## src/rtl/ame_pkg.sv

```systemverilog
// Shared types and constants for the numerator scheduler.
package ame_pkg;

    localparam int unsigned AME_COMP_DATA_BITS = 64;
    localparam int unsigned AME_NUM_OPS        = 4;

    typedef enum logic [1:0] {
        ST_IDLE,
        ST_ISSUE,
        ST_WAIT,
        ST_RESP
    } ame_sched_state_t;

endpackage

```

## src/rtl/ame_rr_arbiter.sv

```systemverilog
// Combinational round-robin pick: first active request at or after ptr_i, cyclically.
module ame_rr_arbiter #(
    parameter  int unsigned REQ_NUM = 4,
    localparam int unsigned IDX_W   = $clog2(REQ_NUM)
) (
    input  logic [REQ_NUM-1:0] req_i,
    input  logic [IDX_W-1:0]   ptr_i,
    output logic [REQ_NUM-1:0] gnt_o,
    output logic [IDX_W-1:0]   idx_o,
    output logic               vld_o
);

    int unsigned cand;

    always_comb begin
        gnt_o = '0;
        idx_o = '0;
        vld_o = 1'b0;
        cand  = 0;
        for (int unsigned i = 0; i < REQ_NUM; i++) begin
            cand = (32'(ptr_i) + i) % REQ_NUM;
            if (!vld_o && req_i[IDX_W'(cand)]) begin
                vld_o               = 1'b1;
                idx_o               = IDX_W'(cand);
                gnt_o[IDX_W'(cand)] = 1'b1;
            end
        end
    end

endmodule

```

## src/rtl/ame_num_sched.sv

```systemverilog
// Arbitrates requesters onto one shared M*D-L*C unit, one transaction at a time,
// with a bounded wait for the unit and a per-owner one-hot response.
module ame_num_sched
    import ame_pkg::*;
#(
    parameter int unsigned COMP_DATA_BITS = AME_COMP_DATA_BITS,
    parameter int unsigned REQ_NUM        = 4,
    parameter int unsigned TIMEOUT        = 15
) (
    input  logic                                              clk_i,
    input  logic                                              rst_i,
    input  logic [REQ_NUM-1:0]                                req_valid_i,
    output logic [REQ_NUM-1:0]                                req_ready_o,
    input  logic [REQ_NUM-1:0][AME_NUM_OPS-1:0][COMP_DATA_BITS-1:0] req_data_i,
    output logic [REQ_NUM-1:0]                                rsp_valid_o,
    input  logic                                              rsp_ready_i,
    output logic [COMP_DATA_BITS-1:0]                         rsp_data_o,
    output logic                                              rsp_err_o,
    output logic                                              comp_init_o,
    output logic [AME_NUM_OPS-1:0][COMP_DATA_BITS-1:0]        comp_data_o,
    input  logic                                              comp_done_i,
    input  logic [COMP_DATA_BITS-1:0]                         comp_data_i
);

    localparam int unsigned IDX_W = $clog2(REQ_NUM);
    localparam int unsigned CNT_W = $clog2(TIMEOUT + 1);

    ame_sched_state_t                           state_q, state_d;
    logic [IDX_W-1:0]                           owner_q, owner_d;
    logic [IDX_W-1:0]                           rr_ptr_q, rr_ptr_d;
    logic [CNT_W-1:0]                           cnt_q, cnt_d;
    logic                                       comp_init_q, comp_init_d;
    logic [AME_NUM_OPS-1:0][COMP_DATA_BITS-1:0] comp_data_q, comp_data_d;
    logic [REQ_NUM-1:0]                         rsp_valid_q, rsp_valid_d;
    logic [COMP_DATA_BITS-1:0]                  rsp_data_q, rsp_data_d;
    logic                                       rsp_err_q, rsp_err_d;

    logic [REQ_NUM-1:0] arb_gnt;
    logic [IDX_W-1:0]   arb_idx;
    logic               arb_vld;
    logic [REQ_NUM-1:0] owner_oh;

    ame_rr_arbiter #(.REQ_NUM(REQ_NUM)) u_arb (
        .req_i (req_valid_i),
        .ptr_i (rr_ptr_q),
        .gnt_o (arb_gnt),
        .idx_o (arb_idx),
        .vld_o (arb_vld)
    );

    assign owner_oh    = REQ_NUM'(1) << owner_q;
    assign req_ready_o = (state_q == ST_IDLE && !rst_i) ? arb_gnt : '0;

    // Next-state and datapath; done is only honoured in WAIT and beats the timeout.
    always_comb begin
        state_d     = state_q;
        owner_d     = owner_q;
        rr_ptr_d    = rr_ptr_q;
        cnt_d       = cnt_q;
        comp_data_d = comp_data_q;
        rsp_data_d  = rsp_data_q;
        rsp_err_d   = rsp_err_q;
        comp_init_d = 1'b0;
        rsp_valid_d = '0;
        case (state_q)
            ST_IDLE: begin
                if (arb_vld) begin
                    owner_d     = arb_idx;
                    comp_data_d = req_data_i[arb_idx];
                    rr_ptr_d    = (arb_idx == IDX_W'(REQ_NUM - 1)) ? '0 : arb_idx + IDX_W'(1);
                    comp_init_d = 1'b1;
                    state_d     = ST_ISSUE;
                end
            end
            ST_ISSUE: begin
                cnt_d   = '0;
                state_d = ST_WAIT;
            end
            ST_WAIT: begin
                if (comp_done_i) begin
                    rsp_data_d  = comp_data_i;
                    rsp_err_d   = 1'b0;
                    rsp_valid_d = owner_oh;
                    state_d     = ST_RESP;
                end else if (cnt_q == CNT_W'(TIMEOUT - 1)) begin
                    rsp_data_d  = '0;
                    rsp_err_d   = 1'b1;
                    rsp_valid_d = owner_oh;
                    state_d     = ST_RESP;
                end else begin
                    cnt_d = cnt_q + CNT_W'(1);
                end
            end
            ST_RESP: begin
                if (rsp_ready_i) begin
                    state_d = ST_IDLE;
                end else begin
                    rsp_valid_d = rsp_valid_q;
                end
            end
            default: state_d = ST_IDLE;
        endcase
    end

    always_ff @(posedge clk_i) begin
        if (rst_i) begin
            state_q     <= ST_IDLE;
            owner_q     <= '0;
            rr_ptr_q    <= '0;
            cnt_q       <= '0;
            comp_init_q <= 1'b0;
            comp_data_q <= '0;
            rsp_valid_q <= '0;
            rsp_data_q  <= '0;
            rsp_err_q   <= 1'b0;
        end else begin
            state_q     <= state_d;
            owner_q     <= owner_d;
            rr_ptr_q    <= rr_ptr_d;
            cnt_q       <= cnt_d;
            comp_init_q <= comp_init_d;
            comp_data_q <= comp_data_d;
            rsp_valid_q <= rsp_valid_d;
            rsp_data_q  <= rsp_data_d;
            rsp_err_q   <= rsp_err_d;
        end
    end

    assign comp_init_o = comp_init_q;
    assign comp_data_o = comp_data_q;
    assign rsp_valid_o = rsp_valid_q;
    assign rsp_data_o  = rsp_data_q;
    assign rsp_err_o   = rsp_err_q;

endmodule
```

## config.mk

```make
export PLATFORM = sky130hd
export DESIGN_NAME = ame_num_sched
export DESIGN_NICKNAME = d
export VERILOG_FILES = /design/src/rtl/ame_pkg.sv /design/src/rtl/ame_rr_arbiter.sv /design/src/rtl/ame_num_sched.sv
export SDC_FILE = /design/constraint.sdc
export NUM_CORES = 1
export LEC_CHECK = 0
export ABC_AREA = 1
export CORE_AREA = 2 2 551 553
export DETAILED_ROUTE_END_ITERATION = 12
export DIE_AREA = 0 0 553 555
export GPL_TIMING_DRIVEN = 0
export SYNTH_ARGS = -nofsm -noshare
export SYNTH_HDL_FRONTEND = slang
export SYNTH_HIERARCHICAL = 1
export SYNTH_SLANG_ARGS = --single-unit
```

## constraint.sdc

```tcl
create_clock -name clk_i -period 3.3 [get_ports clk_i]
set_input_delay 0.825 -clock clk_i [delete_from_list [all_inputs] [get_ports clk_i]]
set_output_delay 0.825 -clock clk_i [all_outputs]
set_load 0.1 [all_outputs]
```

==> results.sh, run 1 <==
export IMPL_slew_viol_final=0
export IMPL_first_global_vias=30796
export IMPL_cts_htree_levels=2
export IMPL_syn_instance_count=3544
export IMPL_synthArstFlopShare_pct=0
export IMPL_holdBufCountCts=0
export IMPL_violations="negative setup slack"
export IMPL_avgViaCountPerCell=3.590
export IMPL_synth_seq_cells=336
export IMPL_drtAntennaViolNets=0
export IMPL_drive_above_1_share_pct=15.01
export IMPL_coreArea_um2=301300
export IMPL_yosysTopAreaCell="dfxtp_1"
export IMPL_fin_ws_ns=-0.2347
export IMPL_clock_sinks=336
export IMPL_synth_nets=4653
export IMPL_layout_common_cells="clkdlybuf4s50_1 (1320), nor2_1 (1062), nand2_1 (416), dfxtp_1 (334), inv_1 (279)"
export IMPL_drv_cap=0
export IMPL_hold_viol_final=0
export IMPL_routed_wl_um=306100
export IMPL_antenna_found_initial=278
export IMPL_port_buffers=1424
export IMPL_p_leak_nw=18.27
export IMPL_rsz0062_at_grt="true"
export IMPL_setup_violations=63
export IMPL_fillers=34789
export IMPL_r2r_slack_ns=-0.23
export IMPL_grt_max_degree=20
export IMPL_place_hpwl_um=271200
export IMPL_critPathKind="register to register"
export IMPL_die_area_um2=306900
export IMPL_grt_pass1_wl_um=368200
export IMPL_slew_headroom_pct=4.991
export IMPL_reg2regPathDepth=21
export IMPL_min_to="rsp_data_o[23]"
export IMPL_numCtsBuffers=51
export IMPL_drcViolationCount=0
export IMPL_power_density_nw_per_um2=1488
export IMPL_yosysWarnings=6
export IMPL_reg2reg_to="comp_data_o[31]"
export IMPL_synthFlopType="dfxtp_1"
export IMPL_yosysSeqAreaShare_pct=31.73
export IMPL_worstHoldStart="rsp_data_o[23]"
export IMPL_final_cells=9262
export IMPL_status="finished, violations left"
export IMPL_initial_core_util_pct=7.037
export IMPL_place_area_um2=40420
export IMPL_startpoint_type="register"
export IMPL_worst_pin_slew_ns=1.431
export IMPL_rows=202
export IMPL_synth_top_area_share_pct=31.73
export IMPL_worstPathRequired_ns=3.95
export IMPL_layout_commonest_cell="clkdlybuf4s50_1"
export IMPL_track_usage_pct=18.99
export IMPL_place_inst=8950
export IMPL_min_path_type="register to register"
export IMPL_syn_to_final_growth_pct=118.6
export IMPL_layout_nets=6249
export IMPL_clkTransAtPathRegs_ns=0.06
export IMPL_hold_depth=2
export IMPL_num_vias=33254
export IMPL_drt_iter0_drc=3536
export IMPL_utilization_pct=15.38
export IMPL_design_portCount=1426
export IMPL_finalClockSkew_ns=0.02805
export IMPL_r2r_start="rr_ptr_q[0]"
export IMPL_drt_pass1_iterations=8
export IMPL_netlist_top_cells_area="dfxtp_1 (32%), nor2_1 (23%), o211ai_1 (9.1%)"
export IMPL_layout_area_seq_um2=6734
export IMPL_fin_area_um2=46340
export IMPL_die_h_um=555
export IMPL_place_gp_congestion=1.018
export IMPL_power_mw=68.95
export IMPL_cts_tree="built"
export IMPL_arrival_ns=4.18
export IMPL_avgSynthCellArea_um2=5.982
export IMPL_routedWlPerCell_um=33.05
export IMPL_timing_final_crit_period_ns=3.535
export IMPL_period_share_pct=107.1
export IMPL_end_kind="register"
export IMPL_irDropWorstVdd_v=0.0007684
export IMPL_fmax_ghz=0.2829
export IMPL_grt_overflow=0
export IMPL_die_x_um=553
export IMPL_root_buffer="clkbuf_16"
export IMPL_synth_edf_count=0
export IMPL_multi_input_area_um2=13560
export IMPL_netlist_area_um2=21200
export IMPL_crit_fanout=6
export IMPL_clk_latency_ns=0.70
export IMPL_max_clock_path_buffers=3
export IMPL_yosysUniqueCellTypes=28
## cell type report
cell class | instances | area share [%]
diodes | 107 | 0.5778
plain buffers | 269 | 4.566
clock buffers | 69 | 3.094
clock inverters | 21 | 0.5643
inverters | 289 | 2.430
multi-input cells | 2641 | 29.26
flip-flops and latches | 336 | 14.53
well taps | 3978 | 10.74
repair buffers | 1552 | 34.24
## state kept, by name (all words and copies together), names as in the netlist
name,count
comp_init_o,1
rsp_data_o,64
owner_q,2
rsp_valid_o,4
rr_ptr_q,2
rsp_err_o,1
comp_data_o,256
state_q,2
cnt_q,4
## cell families after synthesis
kind of cell / share of synthesized area [%]
compound gates: 23.40
buf+inv: 12.26
fa+ha+maj: 0.7673
simple gates: 31.84
flops: 31.73
## how the worst max path moves through the flow
stage | slack, ns | startpoint | to
after CTS | -0.15 | rr_ptr_q[0] | comp_data_o[31]
after detailed placement | -2.60 | req_valid_i[1] | comp_data_o[92]
final | -0.23 | rr_ptr_q[0] | comp_data_o[31]
after floorplan | 0.05 | rr_ptr_q[0] | req_ready_o[0]
after global routing | -0.25 | rr_ptr_q[0] | comp_data_o[28]
after global placement | -3.07 | req_valid_i[1] | comp_data_o[215]
## per-stage QoR
stage	setup WS (ns)	setup TNS (ns)	hold slack, ns
2_1_floorplan	0.05204	0	0.4591
3_3_place_gp	-3.072	-553.89	0.4502
3_5_place_dp	-2.605	-470.09	0.4529
4_1_cts	-0.1518	-1.504	0.4598
5_1_grt	-0.2521	-18.20	0.4769
6_report	-0.2347	-3.371	0.4597
## synth_stat cells (9+ instances only)
cell type,count
o21ai_1,255
clkbuf_1,123
ha_1,13
buf_1,13
buf_4,9
o211ai_1,256
nor2_1,1296
buf_2,99
o21ai_0,263
inv_1,283
a21oi_1,83
dfxtp_1,336
nand2_1,423
buf_8,11
nand3_1,22
buf_6,21
nand4_1,12
## repair_timing
item | CTS | global route
pin swaps | 59 | 281
gates resized for setup | 438 | 505
endpoints found under the setup margin | 340 | 216
gates cloned | 5 | 10
buffers inserted | 50 | 63
## metal layers
metal | part of all wire (%) | vias to the layer above | GRT usage, %
met5 | 0.35 | - | 0
met4 | 5.0 | 160 | 7.977
met3 | 14 | 622 | 10.08
met2 | 42 | 2311 | 28.57
met1 | 39 | 15454 | 22.28
li1 | - | 14707 | -
## critical path: stages, from the launching register on
cell	delay (ns)
dfxtp_4	0.39
inv_8	0.04
ha_4	0.29
inv_4	0.05
nand2_2	0.05
nand2_2	0.06
nor2_4	0.14
buf_6	0.14
nand4_1	0.13
nand3_4	0.14
buf_12	0.16
buf_16	0.15
buf_16	0.16
buf_16	0.17
buf_12	0.13
buf_12	0.10
nor2_4	0.03
nor2_4	0.11
o21ai_1	0.08
o211ai_1	0.59
nand2_1	0.16
inv_1	0.09
## power breakdown
group	switching, mW	internal (mW)
registers	0.882	5.50
logic	40.1	16.5
clock network	2.53	3.36
Note: power is estimated with default switching activity, not from simulation.
==> inputs of run 2 (changes only) <==
- SETUP_SLACK_MARGIN: not set -> 0.15
==> run 2 against run 1 <==
The flow still finishes with violations (negative setup slack); utilization rose by 0.40 points; via count up 2.5%; global-route usage is 0.73 points higher; register-to-register slack better by 0.09 ns; sequential cell count stayed put; clock-buffer cell count increased by 1; combinational power is 5.8% higher.
==> results.sh, run 2 (synthesis gave the netlist of run 1 again) <==
export IMPL_routedWlPerCell_um=33.98
export IMPL_drv_cap=0
export IMPL_crit_fanout=8
export IMPL_drt_pass1_iterations=5
export IMPL_design_portCount=1426
export IMPL_cts_tree="built"
export IMPL_r2r_start="rr_ptr_q[0]"
export IMPL_num_vias=34081
export IMPL_cts_htree_levels=2
export IMPL_p_leak_nw=18.99
export IMPL_antenna_found_initial=288
export IMPL_clock_sinks=336
export IMPL_hold_viol_final=0
export IMPL_die_x_um=553
export IMPL_track_usage_pct=19.72
export IMPL_avgViaCountPerCell=3.662
export IMPL_rows=202
export IMPL_die_h_um=555
export IMPL_clkTransAtPathRegs_ns=0.07
export IMPL_worstPathRequired_ns=3.90
export IMPL_fmax_ghz=0.2852
export IMPL_period_share_pct=106.3
export IMPL_cpMaxStageDelayCell="clkdlybuf4s50_1"
export IMPL_fillers=34619
export IMPL_first_global_vias=31451
export IMPL_crit_cells=20
export IMPL_timing_final_crit_period_ns=3.507
export IMPL_critPathTopFamily="buffers and inverters"
export IMPL_status="finished, violations left"
export IMPL_grt_overflow=0
export IMPL_max_clock_path_buffers=3
export IMPL_violations="negative setup slack"
export IMPL_final_cells=9306
export IMPL_drtAntennaViolNets=0
export IMPL_r2r_slack_ns=-0.14
export IMPL_layout_common_cells="clkdlybuf4s50_1 (1347), nor2_1 (1026), nand2_1 (419), dfxtp_1 (334), inv_1 (279)"
export IMPL_arrival_ns=4.11
export IMPL_grt_pass1_wl_um=381800
export IMPL_power_density_nw_per_um2=1527
export IMPL_root_buffer="clkbuf_16"
export IMPL_max_stage_delay_ns=0.49
export IMPL_port_buffers=1424
export IMPL_clk_latency_ns=0.71
export IMPL_finalClockSkew_ns=0.02712
export IMPL_place_inst=8948
export IMPL_cp_cell_sequence="clkdlybuf4s50_1 -> inv_1 -> nand2_2 -> nand3_4 -> nand2_4 -> nor2_4 -> buf_6 -> nand4_1 -> nand3_4 -> buf_12 -> buf_16 -> buf_16 -> buf_12 -> buf_6 -> nor2_1 -> nor2_1 -> o21ai_1 -> o211ai_1 -> nand2_1 -> inv_1"
export IMPL_irDropWorstVdd_v=0.0008015
export IMPL_routed_wl_um=316200
export IMPL_crit_start="req_valid_i[2]"
export IMPL_place_gp_congestion=1.006
export IMPL_endpoint="comp_data_o[28]"
export IMPL_drive_above_1_share_pct=16.96
export IMPL_drcViolationCount=0
export IMPL_coreArea_um2=301300
export IMPL_layout_commonest_cell="clkdlybuf4s50_1"
export IMPL_holdBufCountCts=0
export IMPL_slew_viol_final=0
export IMPL_place_hpwl_um=276800
export IMPL_grt_max_degree=16
export IMPL_startpoint_type="input port"
export IMPL_reg2reg_to="comp_data_o[28]"
export IMPL_critPathKind="input port to register"
export IMPL_layout_nets=6281
export IMPL_reg2regPathDepth=20
export IMPL_fin_ws_ns=-0.2069
export IMPL_worst_pin_slew_ns=1.479
export IMPL_drt_iter0_drc=3872
export IMPL_cp_num_buf_inv=9
export IMPL_syn_to_final_growth_pct=124.3
export IMPL_numCtsBuffers=52
export IMPL_rsz0062_at_grt="true"
export IMPL_slew_headroom_pct=1.808
export IMPL_initial_core_util_pct=7.037
export IMPL_largest_reg_flops=256
export IMPL_min_path_type="register to register"
export IMPL_holdWs_ns=0.4594
export IMPL_end_kind="register"
export IMPL_setup_violations=42
export IMPL_die_area_um2=306900
-- run 2: cell types whose count changed in the layout (fill, tap and decap cells not counted), moves of 24 or more --
cell,change
o21ai_2,+26
dlymetal6s2s_1,+38
nor2_4,+52
clkdlybuf4s50_1,+27
o21ai_0,-50
nor2_1,-36
buf_4,+24
dlygate4sd2_1,-60
-- run 2: report_power, final --
part	switching, mW	internal, mW
clock network	2.66	3.59
logic	41.9	18.0
registers	0.916	5.50
total	45.5	27.1
-- run 2: metal layers --
| metal | global-route usage (%) | vias to the layer above | share of wire [%] |
|---|---|---|---|
| li1 | - | 14802 | - |
| met1 | 24.53 | 16107 | 41 |
| met2 | 29.74 | 2416 | 42 |
| met3 | 8.563 | 598 | 12 |
| met4 | 7.455 | 158 | 4.6 |
| met5 | 0 | - | 0.33 |
-- run 2: area by class of cell --
cell class | instances | area [um^2] | area share [%]
multi-input combinational | 2641 | 14010 | 29.47
sequential | 336 | 6734 | 14.16
tap | 3978 | 4977 | 10.47
clock inverter | 24 | 359.1 | 0.7551
buffer | 275 | 2335 | 4.910
inverter | 289 | 1115 | 2.344
clock buffer | 70 | 1459 | 3.068
timing repair buffer | 1577 | 16270 | 34.22
antenna | 116 | 290.3 | 0.6104
-- run 2: stage by stage --
stage / TNS, ns / cell area [um^2] / util, % / worst slack [ns] / power, mW
CTS: -3.267 / 46010 / 15.27 / -0.09789 / 70.56
global placement: -532.77 / 40460 / 13.43 / -2.866 / 55.13
detailed placement: -442.88 / 40420 / 13.42 / -2.549 / 55.02
floorplan: 0 / 21230 / - / 0.3458 / 32.39
global route: -10.28 / 47360 / 15.72 / -0.1693 / 75.60
finish: -2.140 / 47550 / 15.78 / -0.2069 / 72.64
-- run 2: how the worst min path moves through the flow --
stage	start	cells past startpoint	to
detailed placement	rsp_data_o[43]	2	rsp_data_o[43]
global route	rsp_data_o[37]	2	rsp_data_o[37]
global placement	rsp_data_o[32]	2	rsp_data_o[32]
floorplan	owner_q[0]	2	owner_q[0]
CTS	rsp_data_o[16]	2	rsp_data_o[16]
finish	rsp_data_o[25]	2	rsp_data_o[25]
-- run 2: worst min-delay path, cell delays in order, from the launching register on --
cell and delay, ns:
dfxtp_1 0.31, nand2_1 0.06, a21oi_1 0.05
-- run 2: what timing repair did --
action,4_1_cts,5_1_grt
pin swaps,261,254
gates cloned,14,1
setup buffers,116,20
endpoints found under the setup margin,465,418
gates resized for setup,764,369
